## src/rtl/det_evt_pkg.sv

```systemverilog
// Shared types and constants for the det_evt_ctr event accumulator.
package det_evt_pkg;

  // Interrupt FSM states
  typedef enum logic [0:0] {
    ST_COUNT = 1'b0,
    ST_IRQ   = 1'b1
  } state_e;

  // Default widths and window size
  localparam int unsigned DEF_CNT_W  = 8;
  localparam int unsigned DEF_GAP_W  = 8;
  localparam int unsigned DEF_THRESH = 3;

  // Smallest window that makes sense
  localparam int unsigned THRESH_MIN = 1;

  // THRESH must fit in [THRESH_MIN, 2^cnt_w - 1]
  function automatic bit thresh_legal(input int unsigned thresh, input int unsigned cnt_w);
    return (thresh >= THRESH_MIN) &&
           (64'(thresh) <= ((64'(1) << cnt_w) - 64'(1)));
  endfunction

endpackage

```

## src/rtl/sat_cnt.sv

```systemverilog
// Saturating up-counter with synchronous clear (clear wins over increment).
module sat_cnt #(
  parameter int unsigned W = 8
) (
  input  logic         clk,
  input  logic         rst,
  input  logic         inc,
  input  logic         clr,
  output logic [W-1:0] count,
  output logic         at_max
);

  logic [W-1:0] count_q, count_d;

  assign at_max = &count_q;
  assign count  = count_q;

  // Next count: clear, else increment unless already at all-ones
  always_comb begin
    count_d = count_q;
    if (clr) begin
      count_d = '0;
    end else if (inc && !at_max) begin
      count_d = count_q + W'(1);
    end
  end

  // Count register
  always_ff @(posedge clk or posedge rst) begin
    if (rst) count_q <= '0;
    else     count_q <= count_d;
  end

endmodule

```

## src/rtl/det_evt_ctr.sv

```systemverilog
// Match-event accumulator for the det pattern detector: saturating total count,
// sticky overflow, windowed level interrupt with acknowledge, optional gap timer.
// Optional feature macro: DET_EVT_GAP_EN (inter-match gap measurement on gap_o).
module det_evt_ctr
  import det_evt_pkg::*;
#(
  parameter int unsigned CNT_W  = DEF_CNT_W,
  parameter int unsigned THRESH = DEF_THRESH,
  parameter int unsigned GAP_W  = DEF_GAP_W
) (
  input  logic             clk,
  input  logic             rst,
  input  logic             det_i,
  input  logic             clr_i,
  input  logic             ack_i,
  output logic [CNT_W-1:0] evt_cnt_o,
  output logic             ovf_o,
  output logic             irq_o,
  output logic [GAP_W-1:0] gap_o
);

  localparam bit          THRESH_OK = thresh_legal(THRESH, CNT_W);
  localparam int unsigned WIN_W     = $clog2(THRESH + 1);
  localparam logic [WIN_W-1:0] WIN_FULL = WIN_W'(THRESH);
  localparam logic [WIN_W-1:0] WIN_LAST = WIN_W'(THRESH - 1);

  // Reject an unusable window size at elaboration
  if (!THRESH_OK) begin : g_bad_thresh
    $error("det_evt_ctr: THRESH out of range for CNT_W");
  end

  logic             match_c;
  logic             evt_at_max;
  logic             ovf_q, ovf_d;
  logic             irq_q, irq_d;
  logic [WIN_W-1:0] win_q, win_d;
  state_e           state_q, state_d;

  // A match in a clear cycle is dropped
  assign match_c = det_i & ~clr_i;

  // Total match counter
  sat_cnt #(.W(CNT_W)) u_evt_cnt (
    .clk    (clk),
    .rst    (rst),
    .inc    (det_i),
    .clr    (clr_i),
    .count  (evt_cnt_o),
    .at_max (evt_at_max)
  );

  // Sticky overflow and window FSM next-state
  always_comb begin
    ovf_d   = ovf_q;
    state_d = state_q;
    win_d   = win_q;
    if (clr_i) begin
      ovf_d   = 1'b0;
      state_d = ST_COUNT;
      win_d   = '0;
    end else begin
      ovf_d = ovf_q | (det_i & evt_at_max);
      case (state_q)
        ST_COUNT: begin
          if ((win_q == WIN_FULL) || ((win_q == WIN_LAST) && match_c)) begin
            state_d = ST_IRQ;
            win_d   = '0;
          end else if (match_c) begin
            win_d = win_q + WIN_W'(1);
          end
        end
        ST_IRQ: begin
          if (match_c && (win_q != WIN_FULL)) begin
            win_d = win_q + WIN_W'(1);
          end
          if (ack_i) begin
            state_d = ST_COUNT;
          end
        end
        default: state_d = ST_COUNT;
      endcase
    end
    irq_d = (state_d == ST_IRQ);
  end

  // Overflow, FSM state, window count and interrupt registers
  always_ff @(posedge clk or posedge rst) begin
    if (rst) begin
      ovf_q   <= 1'b0;
      state_q <= ST_COUNT;
      win_q   <= '0;
      irq_q   <= 1'b0;
    end else begin
      ovf_q   <= ovf_d;
      state_q <= state_d;
      win_q   <= win_d;
      irq_q   <= irq_d;
    end
  end

  assign ovf_o = ovf_q;
  assign irq_o = irq_q;

`ifdef DET_EVT_GAP_EN
  logic [GAP_W-1:0] tmr_cnt;
  logic             tmr_at_max;
  logic [GAP_W-1:0] gap_q, gap_d;
  logic             armed_q, armed_d;

  // Free-running gap timer, restarted by every match or clear
  sat_cnt #(.W(GAP_W)) u_gap_tmr (
    .clk    (clk),
    .rst    (rst),
    .inc    (1'b1),
    .clr    (clr_i | det_i),
    .count  (tmr_cnt),
    .at_max (tmr_at_max)
  );

  // Capture timer+1 on a match once armed by an earlier match
  always_comb begin
    gap_d   = gap_q;
    armed_d = armed_q;
    if (clr_i) begin
      gap_d   = '0;
      armed_d = 1'b0;
    end else if (det_i) begin
      armed_d = 1'b1;
      if (armed_q) begin
        gap_d = tmr_at_max ? {GAP_W{1'b1}} : (tmr_cnt + GAP_W'(1));
      end
    end
  end

  // Gap result and armed flag registers
  always_ff @(posedge clk or posedge rst) begin
    if (rst) begin
      gap_q   <= '0;
      armed_q <= 1'b0;
    end else begin
      gap_q   <= gap_d;
      armed_q <= armed_d;
    end
  end

  assign gap_o = gap_q;
`else
  assign gap_o = {GAP_W{1'b0}};
`endif

endmodule

```

## config.mk

```make
export PLATFORM = sky130hd
export DESIGN_NAME = det_evt_ctr
export DESIGN_NICKNAME = d
export VERILOG_FILES = /design/src/rtl/det_evt_pkg.sv /design/src/rtl/sat_cnt.sv /design/src/rtl/det_evt_ctr.sv
export SDC_FILE = /design/constraint.sdc
export NUM_CORES = 1
export LEC_CHECK = 0
export CAP_MARGIN = 5
export CORE_ASPECT_RATIO = 0.9
export CORE_MARGIN = 4
export CORE_UTILIZATION = 45
export DETAILED_ROUTE_END_ITERATION = 10
export PLACE_DENSITY = 0.78
export SETUP_SLACK_MARGIN = 0.3
export SLEW_MARGIN = 5
export SYNTH_ARGS = -nofsm -noshare
export SYNTH_HDL_FRONTEND = slang
export SYNTH_SLANG_ARGS = --single-unit
```

## constraint.sdc

```tcl
create_clock -name clk -period 3.15 [get_ports clk]
set_input_delay 0.315 -clock clk [delete_from_list [all_inputs] [get_ports clk]]
set_output_delay 0.315 -clock clk [all_outputs]
set_load 0.01 [all_outputs]
```

==> flow_summary.yaml <==
outcome:
  outcome: "complete, no violations"
clock_tree:
  cts_hold_buf: 0
  cts_buffers: 3
  path_clk_slew_ns: 0.08
  cts_resized: 0
  clkSinkCount: 12
  h-tree-depth: 1
  cts_tree: "done"
  post_cts_buffers: 0
  cts_root_buffer: "clkbuf_4"
  clockBufferDepth: 2
  clk_latency_ns: 0.27
worst_setup_path:
  endpoint_kind: "output port"
  cp.arrival_ns: 1.43
  start_kind: "flop"
  crit_fanout: 10
  critPathTopFamily: "buffers and inverters"
  crit_required_ns: 2.83
  cp_num_buf_inv: 1
  path_cells: "clkdlybuf4s50_1"
  path_class: "reg2out"
  cpMaxStageDelayCell: "clkdlybuf4s50_1"
  max_stage_delay_ns: 0.61
drt:
  antenna_left: 0
  dr_wl_met3_um: 93
  drt_iter0_markers: 27
  vias: 634
  drt-met1-wl_um: 719
  wl_um: 1490
  dr_wl_met2_um: 671
  wire_per_inst_um: 12.6
  drc_errors: 0
  vias_per_cell: 5.33
  dr.max_layer_used: "met4"
  first_pass_iters: 5
timing:
  finalMaxSlewViolations: 0
  fin_tns_setup_ns: 0
  setup_viol: 0
  worstMarginPinSlew_ns: 0.559
  hold_violations: 0
  period_needed_ns: 1.75
  worst_clock_skew_ns: 0.00560
  max_freq_mhz: 573
  period_share_pct: 55.4
  relSlewSlack_pct: 62.6
  rsz0062_at_grt: "false"
global_route:
  overflow: 0
  antenna_found_initial: 0
  grt_max_degree: 18
  grt_usage_pct: 13.8
  grt_first_pass_wirelength_um: 2470
  grt_pass1_vias: 556
synth:
  synth_warnings: 0
  synth_top_family_by_area: "compound AO/OA/AOI/OAI gates"
  synth_area_per_cell_um2: 9.69
  ys.flop_type: "dfrtp_1"
  synthAdderAreaFrac_pct: 4.72
  synth_mux_area_share_pct: 5.98
  netlist.area_leader.share_pct: 37.8
  synth_edf_count: 0
  yosysSeqAreaShare_pct: 37.8
  netlist_instances: 82
  synthXorXnorAreaFrac_pct: 0
  ys_ff_latch: 12
  synth-async-reset-ratio_pct: 100
  synth_area_leader_cell: "dfrtp_1"
  synthSimpleGateAreaFrac_pct: 19.1
  synth_compound_area_share_pct: 19.4
  synthDistinctLibCells: 32
  ys_top_cells_by_area: "dfrtp_1 38%, buf_4 7.6%, ha_1 4.7%"
  syn-cell-area_um2: 795
layout:
  final_common_cell: "clkdlybuf4s50_1"
  final_nets: 104
  syn_to_final_growth_pct: 18.6
  utilization_pct: 56.6
  final_cell_mix: "14 x clkdlybuf4s50_1, 12 x dfrtp_1, 8 x conb_1"
  antenna_cells: 0
  drive_gt1_share_pct: 8.42
min_path:
  hp-class: "in2async"
die:
  start_util_pct: 47.7
  io_pins: 23
  die_area_mm2: 0.00250
  die_x_um: 52.3
  die_y_um: 47.9
  coreArea_mm2: 0.00166
  num_rows: 14
power:
  power.total_mw: 0.340
  p_leak_nw: 0.408
  peakVddDrop_mv: 0.237
  power_density_mw_per_mm2: 361
placement:
  gp_congestion: 0.806
  dpl.hpwl_um: 1080
  port_buffers: 14
flow_run:
  maxCapViolCount: 0
## synthesized netlist by cell type (2+ instances only)
cell and number:
a311oi_1 2, nor3b_1 2, buf_4 8, nor2_1 6
dfrtp_1 12, mux2_2 2, ha_1 3, a21oi_1 6
nand2b_1 2, a211oi_1 4, and4_1 2, nor2b_1 6
nand4_1 2, a31oi_1 3, inv_1 4, buf_2 2
## power by group
| group | internal, mW | switching, mW |
|---|---|---|
| Sequential | 0.160 | 0.00832 |
| Clock | 0.0703 | 0.0518 |
| Combinational | 0.0236 | 0.0262 |
## through the flow
step           cell area [µm²]  hold WS [ns]  std cells  worst slack (ns)
3_3_place_gp               906         0.489        115              1.32
4_1_cts                    942         0.364        119              1.40
2_1_floorplan              821         0.180         89              1.70
6_report                   942         0.343        119              1.40
3_5_place_dp               906         0.494        115              1.23
5_1_grt                    942         0.390        119              1.33
## metal layers
layer  global-route usage [%]  vias to the layer above
li1                         -                      309
met1                     18.1                      303
met2                     20.8                       20
met3                     5.61                        2
met4                     5.10                        0
met5                        0                        -
## layout make-up
class	count	area, µm²
clock buffer	4	36.3
fill	153	722
inverter	4	15.0
multi-input combinational	61	420
sequential	12	300
tap	24	30.0
timing repair buffer	14	140
## cells by family after synthesis
family	after synthesis
AND/OR/NAND/NOR	26
AO/OA/AOI/OAI	20
buffers and inverters	16
flip-flops	12
multiplexers	4
adder cells (fa/ha/maj)	3
other	1
## sequential cells by signal (all words and copies together) (netlist names)
name,flops
win_q,2
ovf_o,1
u_evt_cnt.count,8
state_q,1
## path summary, 6_finish.rpt
path | depth (start not counted) | start | slack [ns] | end
hold / removal | 2 | rst | 0.34 | u_evt_cnt.count[2]$_DFFE_PP0P_
max in group asynchronous | 2 | rst | 2.50 | u_evt_cnt.count[3]$_DFFE_PP0P_
hold reg to reg | 2 | ovf_o$_DFF_PP0_ | 0.50 | ovf_o$_DFF_PP0_
min in group clk | 2 | ovf_o$_DFF_PP0_ | 0.50 | ovf_o$_DFF_PP0_
setup / recovery | 1 | u_evt_cnt.count[7]$_DFFE_PP0P_ | 1.40 | evt_cnt_o[7]
setup reg to reg | 3 | win_q[0]$_DFFE_PP0P_ | 1.60 | win_q[1]$_DFFE_PP0P_
Power figures use the tool's default switching activity.
